### config.mk
export PLATFORM = sky130hd
export DESIGN_NAME = i2c_target_regs_flat
export DESIGN_NICKNAME = d
export VERILOG_FILES = /design/src/rtl/i2c_pkg.sv /design/src/rtl/i2c_target_regs_if.sv /design/src/rtl/i2c_bus_sync.sv /design/src/rtl/i2c_target_regs.sv /design/src/flat_wrapper.sv
export SDC_FILE = /design/constraint.sdc
export NUM_CORES = 1
export LEC_CHECK = 0
export CAP_MARGIN = 20
export CORE_UTILIZATION = 45
export CTS_BUF_LIST = sky130_fd_sc_hd__clkbuf_16
export DETAILED_ROUTE_END_ITERATION = 8
export PLACE_DENSITY = 0.69
export SYNTH_ARGS = -nofsm -noshare
export SYNTH_HDL_FRONTEND = slang
export SYNTH_SLANG_ARGS = --single-unit
export TNS_END_PERCENT = 20
### constraint.sdc
create_clock -name clk_clk -period 6.2 [get_ports clk_clk]
set_input_delay 1.55 -clock clk_clk [delete_from_list [all_inputs] [get_ports clk_clk]]
set_output_delay 1.55 -clock clk_clk [all_outputs]
set_load 0.02 [all_outputs]
### src/rtl/i2c_pkg.sv
// Shared I2C definitions used by the register target and by the configuration master.
//   i2c_state_t    : target FSM states
//   AckLevel       : SDA level of an ACK bit
//   NackLevel      : SDA level of a NACK bit
//   DefaultDevAddr : 7-bit device address both ends agree on
package i2c_pkg;

  typedef enum logic [3:0] {
    StIdle,
    StAddr,
    StAddrAck,
    StPtr,
    StPtrAck,
    StWdata,
    StWdataAck,
    StRdata,
    StRdataAck,
    StIgnore
  } i2c_state_t;

  localparam logic       AckLevel       = 1'b0;
  localparam logic       NackLevel      = 1'b1;
  localparam logic [6:0] DefaultDevAddr = 7'h1A;

endpackage

### src/rtl/i2c_target_regs_if.sv
// Two-wire bus pins as seen by the register target.
//   scl_in : SCL pin level (asynchronous)
//   sda_in : SDA pin level (asynchronous, wired-AND line)
//   sda_oe : 1 = target pulls SDA low, 0 = released
// master modport drives the pins; slave modport is the target.
interface i2c_target_regs_if;
  logic scl_in;
  logic sda_in;
  logic sda_oe;

  modport master (output scl_in, output sda_in, input sda_oe);
  modport slave (input scl_in, input sda_in, output sda_oe);
endinterface

### src/rtl/i2c_bus_sync.sv
// Synchronises SCL/SDA and derives one-cycle bus events.
//   clk_clk, reset_reset_n : clock, synchronous active-low reset
//   scl_in, sda_in         : raw pin levels
//   scl_rise, scl_fall     : one-cycle SCL edge pulses
//   start, stop            : one-cycle START / STOP pulses
//   sda                    : synchronised SDA level
module i2c_bus_sync (
  input  logic clk_clk,
  input  logic reset_reset_n,
  input  logic scl_in,
  input  logic sda_in,
  output logic scl_rise,
  output logic scl_fall,
  output logic start,
  output logic stop,
  output logic sda
);

  logic scl_meta_q, scl_sync_q, scl_hist_q;
  logic sda_meta_q, sda_sync_q, sda_hist_q;
  logic [1:0] settle_q;
  logic       armed;

  always_ff @(posedge clk_clk) begin
    if (!reset_reset_n) begin
      scl_meta_q <= 1'b1;
      scl_sync_q <= 1'b1;
      scl_hist_q <= 1'b1;
      sda_meta_q <= 1'b1;
      sda_sync_q <= 1'b1;
      sda_hist_q <= 1'b1;
      settle_q   <= 2'd0;
    end else begin
      scl_meta_q <= scl_in;
      scl_sync_q <= scl_meta_q;
      scl_hist_q <= scl_sync_q;
      sda_meta_q <= sda_in;
      sda_sync_q <= sda_meta_q;
      sda_hist_q <= sda_sync_q;
      if (settle_q != 2'd3) settle_q <= settle_q + 2'd1;
    end
  end

  // Events are masked until the pipeline holds real pin samples, so the reset
  // values cannot fabricate a START mid-transfer.
  assign armed    = (settle_q == 2'd3);
  assign scl_rise = armed & scl_sync_q & ~scl_hist_q;
  assign scl_fall = armed & ~scl_sync_q & scl_hist_q;
  assign start    = armed & scl_sync_q & scl_hist_q & sda_hist_q & ~sda_sync_q;
  assign stop     = armed & scl_sync_q & scl_hist_q & ~sda_hist_q & sda_sync_q;
  assign sda      = sda_sync_q;

endmodule

### src/rtl/i2c_target_regs.sv
// I2C target with a byte-wide register file (pointer-then-data writes,
// auto-incrementing reads).
//   clk_clk, reset_reset_n : clock, synchronous active-low reset
//   bus                    : SCL/SDA pins and open-drain SDA enable
//   wr_strobe/addr/data    : one-cycle notification of an I2C register write
//   host_addr, host_rdata  : on-chip read port, one cycle latency
//   busy                   : addressed transaction in progress
module i2c_target_regs
  import i2c_pkg::*;
#(
  parameter logic [6:0]  DEV_ADDR = DefaultDevAddr,
  parameter int unsigned NUM_REGS = 16,
  localparam int unsigned AW = $clog2(NUM_REGS)
) (
  input  logic             clk_clk,
  input  logic             reset_reset_n,
  i2c_target_regs_if.slave bus,
  output logic             wr_strobe,
  output logic [AW-1:0]    wr_addr,
  output logic [7:0]       wr_data,
  input  logic [AW-1:0]    host_addr,
  output logic [7:0]       host_rdata,
  output logic             busy
);

  logic scl_rise, scl_fall, start, stop, sda;

  i2c_bus_sync u_bus_sync (
    .clk_clk       (clk_clk),
    .reset_reset_n (reset_reset_n),
    .scl_in        (bus.scl_in),
    .sda_in        (bus.sda_in),
    .scl_rise      (scl_rise),
    .scl_fall      (scl_fall),
    .start         (start),
    .stop          (stop),
    .sda           (sda)
  );

  i2c_state_t    state_q, state_d;
  logic [2:0]    bit_cnt_q, bit_cnt_d;
  logic [7:0]    shift_q, shift_d;
  logic [AW-1:0] ptr_q, ptr_d;
  logic          sda_oe_q, sda_oe_d;
  logic          rw_q, rw_d;
  logic          got_ack_q, got_ack_d;
  logic          busy_q, busy_d;
  logic          wr_strobe_q, wr_strobe_d;
  logic [AW-1:0] wr_addr_q, wr_addr_d;
  logic [7:0]    wr_data_q, wr_data_d;
  logic [7:0]    regs_q [NUM_REGS];
  logic [7:0]    host_rdata_q;
  logic [7:0]    rx_byte;
  logic [7:0]    rd_byte;

  assign rx_byte = {shift_q[6:0], sda};
  assign rd_byte = regs_q[ptr_q];

  always_comb begin
    state_d     = state_q;
    bit_cnt_d   = bit_cnt_q;
    shift_d     = shift_q;
    ptr_d       = ptr_q;
    sda_oe_d    = sda_oe_q;
    rw_d        = rw_q;
    got_ack_d   = got_ack_q;
    busy_d      = busy_q;
    wr_strobe_d = 1'b0;
    wr_addr_d   = wr_addr_q;
    wr_data_d   = wr_data_q;

    if (stop) begin
      state_d  = StIdle;
      sda_oe_d = 1'b0;
      busy_d   = 1'b0;
    end else if (start) begin
      state_d   = StAddr;
      bit_cnt_d = 3'd0;
      sda_oe_d  = 1'b0;
      busy_d    = 1'b0;
      got_ack_d = 1'b0;
    end else begin
      unique case (state_q)
        StAddr: if (scl_rise) begin
          shift_d   = rx_byte;
          bit_cnt_d = bit_cnt_q + 3'd1;
          if (bit_cnt_q == 3'd7) begin
            if (rx_byte[7:1] == DEV_ADDR) begin
              state_d = StAddrAck;
              rw_d    = rx_byte[0];
              busy_d  = 1'b1;
            end else begin
              state_d = StIgnore;
            end
          end
        end
        // Ack states use sda_oe itself to tell the first fall (drive ACK)
        // from the second (end of the ACK clock).
        StAddrAck: if (scl_fall) begin
          if (!sda_oe_q) begin
            sda_oe_d = ~AckLevel;
          end else begin
            bit_cnt_d = 3'd0;
            if (rw_q) begin
              state_d  = StRdata;
              shift_d  = rd_byte;
              sda_oe_d = ~rd_byte[7];
            end else begin
              state_d  = StPtr;
              sda_oe_d = 1'b0;
            end
          end
        end
        StPtr: if (scl_rise) begin
          shift_d   = rx_byte;
          bit_cnt_d = bit_cnt_q + 3'd1;
          if (bit_cnt_q == 3'd7) begin
            ptr_d   = rx_byte[AW-1:0];
            state_d = StPtrAck;
          end
        end
        StPtrAck: if (scl_fall) begin
          if (!sda_oe_q) begin
            sda_oe_d = ~AckLevel;
          end else begin
            sda_oe_d  = 1'b0;
            bit_cnt_d = 3'd0;
            state_d   = StWdata;
          end
        end
        StWdata: if (scl_rise) begin
          shift_d   = rx_byte;
          bit_cnt_d = bit_cnt_q + 3'd1;
          if (bit_cnt_q == 3'd7) begin
            wr_strobe_d = 1'b1;
            wr_addr_d   = ptr_q;
            wr_data_d   = rx_byte;
            state_d     = StWdataAck;
          end
        end
        StWdataAck: if (scl_fall) begin
          if (!sda_oe_q) begin
            sda_oe_d = ~AckLevel;
          end else begin
            sda_oe_d  = 1'b0;
            bit_cnt_d = 3'd0;
            ptr_d     = ptr_q + 1'b1;
            state_d   = StWdata;
          end
        end
        StRdata: begin
          if (scl_rise) begin
            bit_cnt_d = bit_cnt_q + 3'd1;
            if (bit_cnt_q == 3'd7) begin
              state_d   = StRdataAck;
              got_ack_d = 1'b0;
            end
          end else if (scl_fall) begin
            // Rotate rather than shift so the whole byte stays in place.
            shift_d  = {shift_q[6:0], shift_q[7]};
            sda_oe_d = ~shift_q[6];
          end
        end
        StRdataAck: begin
          if (scl_rise) begin
            if (sda == NackLevel) begin
              state_d = StIgnore;
            end else begin
              ptr_d     = ptr_q + 1'b1;
              got_ack_d = 1'b1;
            end
          end else if (scl_fall) begin
            if (got_ack_q) begin
              state_d   = StRdata;
              bit_cnt_d = 3'd0;
              got_ack_d = 1'b0;
              shift_d   = rd_byte;
              sda_oe_d  = ~rd_byte[7];
            end else begin
              sda_oe_d = 1'b0;
            end
          end
        end
        StIgnore: sda_oe_d = 1'b0;
        StIdle:   sda_oe_d = 1'b0;
        default:  state_d  = StIdle;
      endcase
    end
  end

  always_ff @(posedge clk_clk) begin
    if (!reset_reset_n) begin
      state_q     <= StIdle;
      bit_cnt_q   <= 3'd0;
      shift_q     <= 8'h00;
      ptr_q       <= '0;
      sda_oe_q    <= 1'b0;
      rw_q        <= 1'b0;
      got_ack_q   <= 1'b0;
      busy_q      <= 1'b0;
      wr_strobe_q <= 1'b0;
      wr_addr_q   <= '0;
      wr_data_q   <= 8'h00;
    end else begin
      state_q     <= state_d;
      bit_cnt_q   <= bit_cnt_d;
      shift_q     <= shift_d;
      ptr_q       <= ptr_d;
      sda_oe_q    <= sda_oe_d;
      rw_q        <= rw_d;
      got_ack_q   <= got_ack_d;
      busy_q      <= busy_d;
      wr_strobe_q <= wr_strobe_d;
      wr_addr_q   <= wr_addr_d;
      wr_data_q   <= wr_data_d;
    end
  end

  // Register file; host_rdata sees the pre-write value in the write cycle.
  always_ff @(posedge clk_clk) begin
    if (!reset_reset_n) begin
      for (int unsigned i = 0; i < NUM_REGS; i++) regs_q[i] <= 8'h00;
      host_rdata_q <= 8'h00;
    end else begin
      if (wr_strobe_d) regs_q[wr_addr_d] <= wr_data_d;
      host_rdata_q <= regs_q[host_addr];
    end
  end

  assign bus.sda_oe = sda_oe_q;
  assign wr_strobe  = wr_strobe_q;
  assign wr_addr    = wr_addr_q;
  assign wr_data    = wr_data_q;
  assign host_rdata = host_rdata_q;
  assign busy       = busy_q;

endmodule

### src/flat_wrapper.sv
// flat-port wrapper written by rule: the top's interface ports become plain ports
module i2c_target_regs_flat import i2c_pkg::*;
#(
  parameter logic [6:0]  DEV_ADDR = DefaultDevAddr,
  parameter int unsigned NUM_REGS = 16,
  localparam int unsigned AW = $clog2(NUM_REGS)
)
  (clk_clk, reset_reset_n, wr_strobe, wr_addr, wr_data, host_addr, host_rdata, busy, bus_scl_in, bus_sda_in, bus_sda_oe);
  i2c_target_regs_if bus_i ();
  input  logic clk_clk;
  input  logic reset_reset_n;
  output logic wr_strobe;
  output logic [AW-1:0] wr_addr;
  output logic [7:0] wr_data;
  input  logic [AW-1:0] host_addr;
  output logic [7:0] host_rdata;
  output logic busy;
  input wire logic [$bits(bus_i.scl_in)-1:0] bus_scl_in;
  input wire logic [$bits(bus_i.sda_in)-1:0] bus_sda_in;
  output wire logic [$bits(bus_i.sda_oe)-1:0] bus_sda_oe;
  assign bus_i.scl_in = bus_scl_in;
  assign bus_i.sda_in = bus_sda_in;
  assign bus_sda_oe = bus_i.sda_oe;
  i2c_target_regs #(.DEV_ADDR(DEV_ADDR), .NUM_REGS(NUM_REGS)) u_core (.clk_clk(clk_clk), .reset_reset_n(reset_reset_n), .bus(bus_i), .wr_strobe(wr_strobe), .wr_addr(wr_addr), .wr_data(wr_data), .host_addr(host_addr), .host_rdata(host_rdata), .busy(busy));
endmodule
==> impl_metrics.py <==
metrics = {
    "outcome": {
        "status": "completed",
    },
    "drt": {
        "wl_mm": 24.2,
        "post_drt_via_cell_ratio": 6.20,
        "wl_per_cell_um": 22.9,
        "ant_nets": 0,
        "first_pass_iters": 5,
        "drtIter0Drc": 826,
        "vias": 6529,
        "drc_errors": 0,
    },
    "layout": {
        "nFillCells": 1743,
        "final_area_um2": 10500,
        "drive_above_1_share": 0.186,
        "n_antenna_cell": 0,
        "final_core_util": 0.516,
        "final_cells": 1053,
        "area_growth_pct": 11.8,
        "finalNetCount": 783,
    },
    "timing": {
        "fin_hold_ws_ns": 0.406,
        "setup_slack_ns": 2.46,
        "hold_violations": 0,
        "slew_violations": 0,
        "rsz0062_at_grt": "false",
        "fin_tns_setup_ns": 0,
        "fin_skew_ns": 0.0109,
        "setup_viol": 0,
        "max_freq_mhz": 267,
        "fin_crit_ns": 3.74,
        "post-route-period-util": 0.604,
        "tightest_slew_ns": 0.720,
        "relSlewSlack": 0.519,
    },
    "pwr": {
        "pwr_density_cell_nw_per_um2": 255,
        "p_total_mw": 2.67,
        "ir_drop_mv": 0.145,
        "p_leak_nw": 3.30,
    },
    "global_route": {
        "grt_usage": 0.237,
        "grt_max_degree": 38,
        "grt_pass1_wl_mm": 37.3,
        "antenna_found_initial": 0,
        "grt_pass1_vias": 6017,
        "grt-ovfl-total": 0,
    },
    "synthesis": {
        "syn_nets": 774,
        "avgSynthCellArea_um2": 12.3,
        "syn_inst": 761,
        "synth_area_um2": 9360,
        "seq_area_frac_synth": 0.530,
        "async_flop_share": 0,
        "yosysUniqueCellTypes": 63,
        "yosysWarnings": 0,
        "synth_seq_cells": 184,
        "ys.flop_type": "edfxtp_1",
        "synth-edff-count": 128,
    },
    "critical_path": {
        "crit_cells": 6,
        "path_cells": "buf_2 -> o21ai_1 -> nor4_1 -> a22o_1 -> nand2_1 -> nand2_1",
        "endpoint_kind": "flop",
        "path_max_fanout": 34,
        "cp.arrival_ns": 3.86,
        "critPathLaunch": "reset_reset_n",
        "critical-path-top-delay-family": "simple AND/OR/NAND/NOR gates",
        "criticalPathCategory": "in2reg",
        "cpMaxStageDelayCell": "nor4_1",
        "worstPathRequired_ns": 6.31,
        "critPathMaxStageDelay_ns": 0.50,
        "path_buf_inv": 1,
        "regToRegStartpoint": "u_core.state_q[0]$_SDFFE_PP0P_",
        "r2r_cells": 6,
        "crit_top_cell": "nand2_1",
        "start_kind": "input pin",
    },
    "clock_tree": {
        "numCtsBuffers": 17,
        "cts.path.max_buffers": 2,
        "clkTransAtPathRegs_ns": 0.07,
        "cts_root_buffer": "clkbuf_16",
        "htree_num_levels": 4,
        "cts_tree": "yes",
        "cts_sinks": 184,
        "post_cts_buffers": 0,
        "post_cts_resized": 0,
        "hold_buffers": 0,
        "insertion_delay_ns": 0.44,
    },
    "floorplan": {
        "start_util": 0.461,
        "die_height_um": 146,
        "fp.dieW_um": 146,
        "coreArea_um2": 20300,
        "rows": 52,
        "pin_count": 31,
        "die_area_um2": 21400,
    },
    "placed_design": {
        "place_area_um2": 9840,
        "post-place-cells": 1019,
        "gp_congestion": 0.899,
        "place_ws_ns": 2.02,
        "port-buffer-count": 30,
        "hpwl_mm": 16.6,
    },
    "min_path": {
        "min_from": "u_core.u_bus_sync.scl_meta_q$_SDFF_PN1_",
        "min_path_cells": 1,
        "hp-class": "reg2reg",
    },
    "job": {
        "cap_viol_max_count": 0,
    },
}
[path summary, 6_finish.rpt]
| path | slack [ns] | to |
|---|---|---|
| setup reg to reg | 2.51 | u_core.regs_q[10][1]$_SDFFCE_PN0P_ |
| setup / recovery | 2.46 | u_core.regs_q[10][1]$_SDFFCE_PN0P_ |
| hold / removal | 0.41 | u_core.u_bus_sync.scl_sync_q$_SDFF_PN1_ |
| hold reg to reg | 0.41 | u_core.u_bus_sync.scl_sync_q$_SDFF_PN1_ |
[cells in the mapped netlist, drive strengths merged (2+ instances only)]
master | number | area (µm²)
nor2 | 158 | 593
ha | 5 | 62.6
o21ai | 18 | 90.1
buf | 31 | 173
a21oi | 24 | 120
nand3 | 22 | 130
mux2i | 26 | 272
inv | 7 | 26.3
a2111oi | 2 | 42.5
a211oi | 8 | 65.1
clkbuf | 27 | 101
nor2b | 22 | 138
a31oi | 5 | 31.3
or4 | 2 | 15.0
a21o | 2 | 15.0
xnor2 | 3 | 26.3
nand2 | 52 | 198
nand2b | 10 | 62.6
o22ai | 2 | 12.5
mux4 | 71 | 1600
nand4 | 5 | 37.5
nand3b | 5 | 37.5
o31ai | 3 | 22.5
or3b | 2 | 20.0
a22o | 2 | 17.5
nor3 | 6 | 30.0
or2 | 3 | 18.8
a221oi | 5 | 43.8
edfxtp | 128 | 3840
dfxtp | 56 | 1120
nor3b | 2 | 15.0
o211ai | 2 | 15.0
mux2 | 7 | 78.8
and2 | 11 | 68.8
and3 | 4 | 25.0
a21boi | 8 | 60.1
[power by group]
part           switching (mW)  internal (mW)
Clock                   0.496          0.603
Sequential             0.0373           1.36
Combinational          0.0826         0.0905
Total                   0.616           2.06
[layout by cell type, fill, tap and decap left out, types with 6 or more instances in the layout]
master / Yosys / final
nor2_1: 158 / 158
edfxtp_1: 128 / 128
mux4_2: 71 / 71
dfxtp_1: 56 / 56
nand2_1: 51 / 51
clkdlybuf4s50_1: 0 / 28
a21oi_1: 24 / 24
mux2i_1: 23 / 23
nor2b_1: 22 / 22
nand3_1: 18 / 18
clkbuf_16: 0 / 17
o21ai_0: 15 / 15
buf_4: 1 / 15
and2_1: 11 / 11
nand2b_1: 10 / 10
inv_1: 7 / 8
a211oi_1: 7 / 7
mux2_2: 7 / 7
nor3_1: 6 / 6
a21boi_0: 6 / 6
[state kept, by name (all words and copies together) (netlist names), named ones only]
signal and count:
u_core.bit_cnt_q 3, u_core.bus.sda_oe 1, u_core.busy 1, u_core.got_ack_q 1
u_core.host_rdata 8, u_core.ptr_q 4, u_core.regs_q 128, u_core.rw_q 1
u_core.shift_q 8, u_core.state_q 4, u_core.u_bus_sync.scl_hist_q 1, u_core.u_bus_sync.scl_meta_q 1
u_core.u_bus_sync.scl_sync_q 1, u_core.u_bus_sync.sda 1, u_core.u_bus_sync.sda_hist_q 1, u_core.u_bus_sync.sda_meta_q 1
u_core.u_bus_sync.settle_q 2, u_core.wr_addr 4, u_core.wr_data 8, u_core.wr_strobe 1
[area by class of cell]
| class | instances | area, µm² | share of cell area |
|---|---|---|---|
| well taps | 270 | 338 | 0.0323 |
| flip-flops and latches | 184 | 4960 | 0.474 |
| clock buffers | 17 | 425 | 0.0407 |
| repair buffers | 48 | 445 | 0.0426 |
| clock inverters | 15 | 166 | 0.0159 |
| inverters | 7 | 26.3 | 0.00251 |
| multi-input cells | 512 | 4100 | 0.392 |
[routing by layer]
metal  global-route usage  share of wire  vias to the layer above
met5                    0              0                        -
met4               0.0708          0.017                        0
met3               0.0453          0.095                       35
met2                0.365           0.47                      364
met1                0.340           0.42                     3269
li1                     -              -                     2861
[kinds of logic (layout without fill, tap and decap cells)]
group / after synthesis / in the layout / share of synthesized area
AND/OR/NAND/NOR: 313 / 313 / 0.157
flip-flops: 184 / 184 / 0.530
multiplexers: 104 / 104 / 0.208
adder cells (fa/ha/maj): 5 / 5 / 0.00668
XOR/XNOR: 3 / 3 / 0.00281
buffers and inverters: 65 / 87 / 0.0321
AO/OA/AOI/OAI: 87 / 87 / 0.0632
Note: power is estimated with default switching activity, not from simulation.
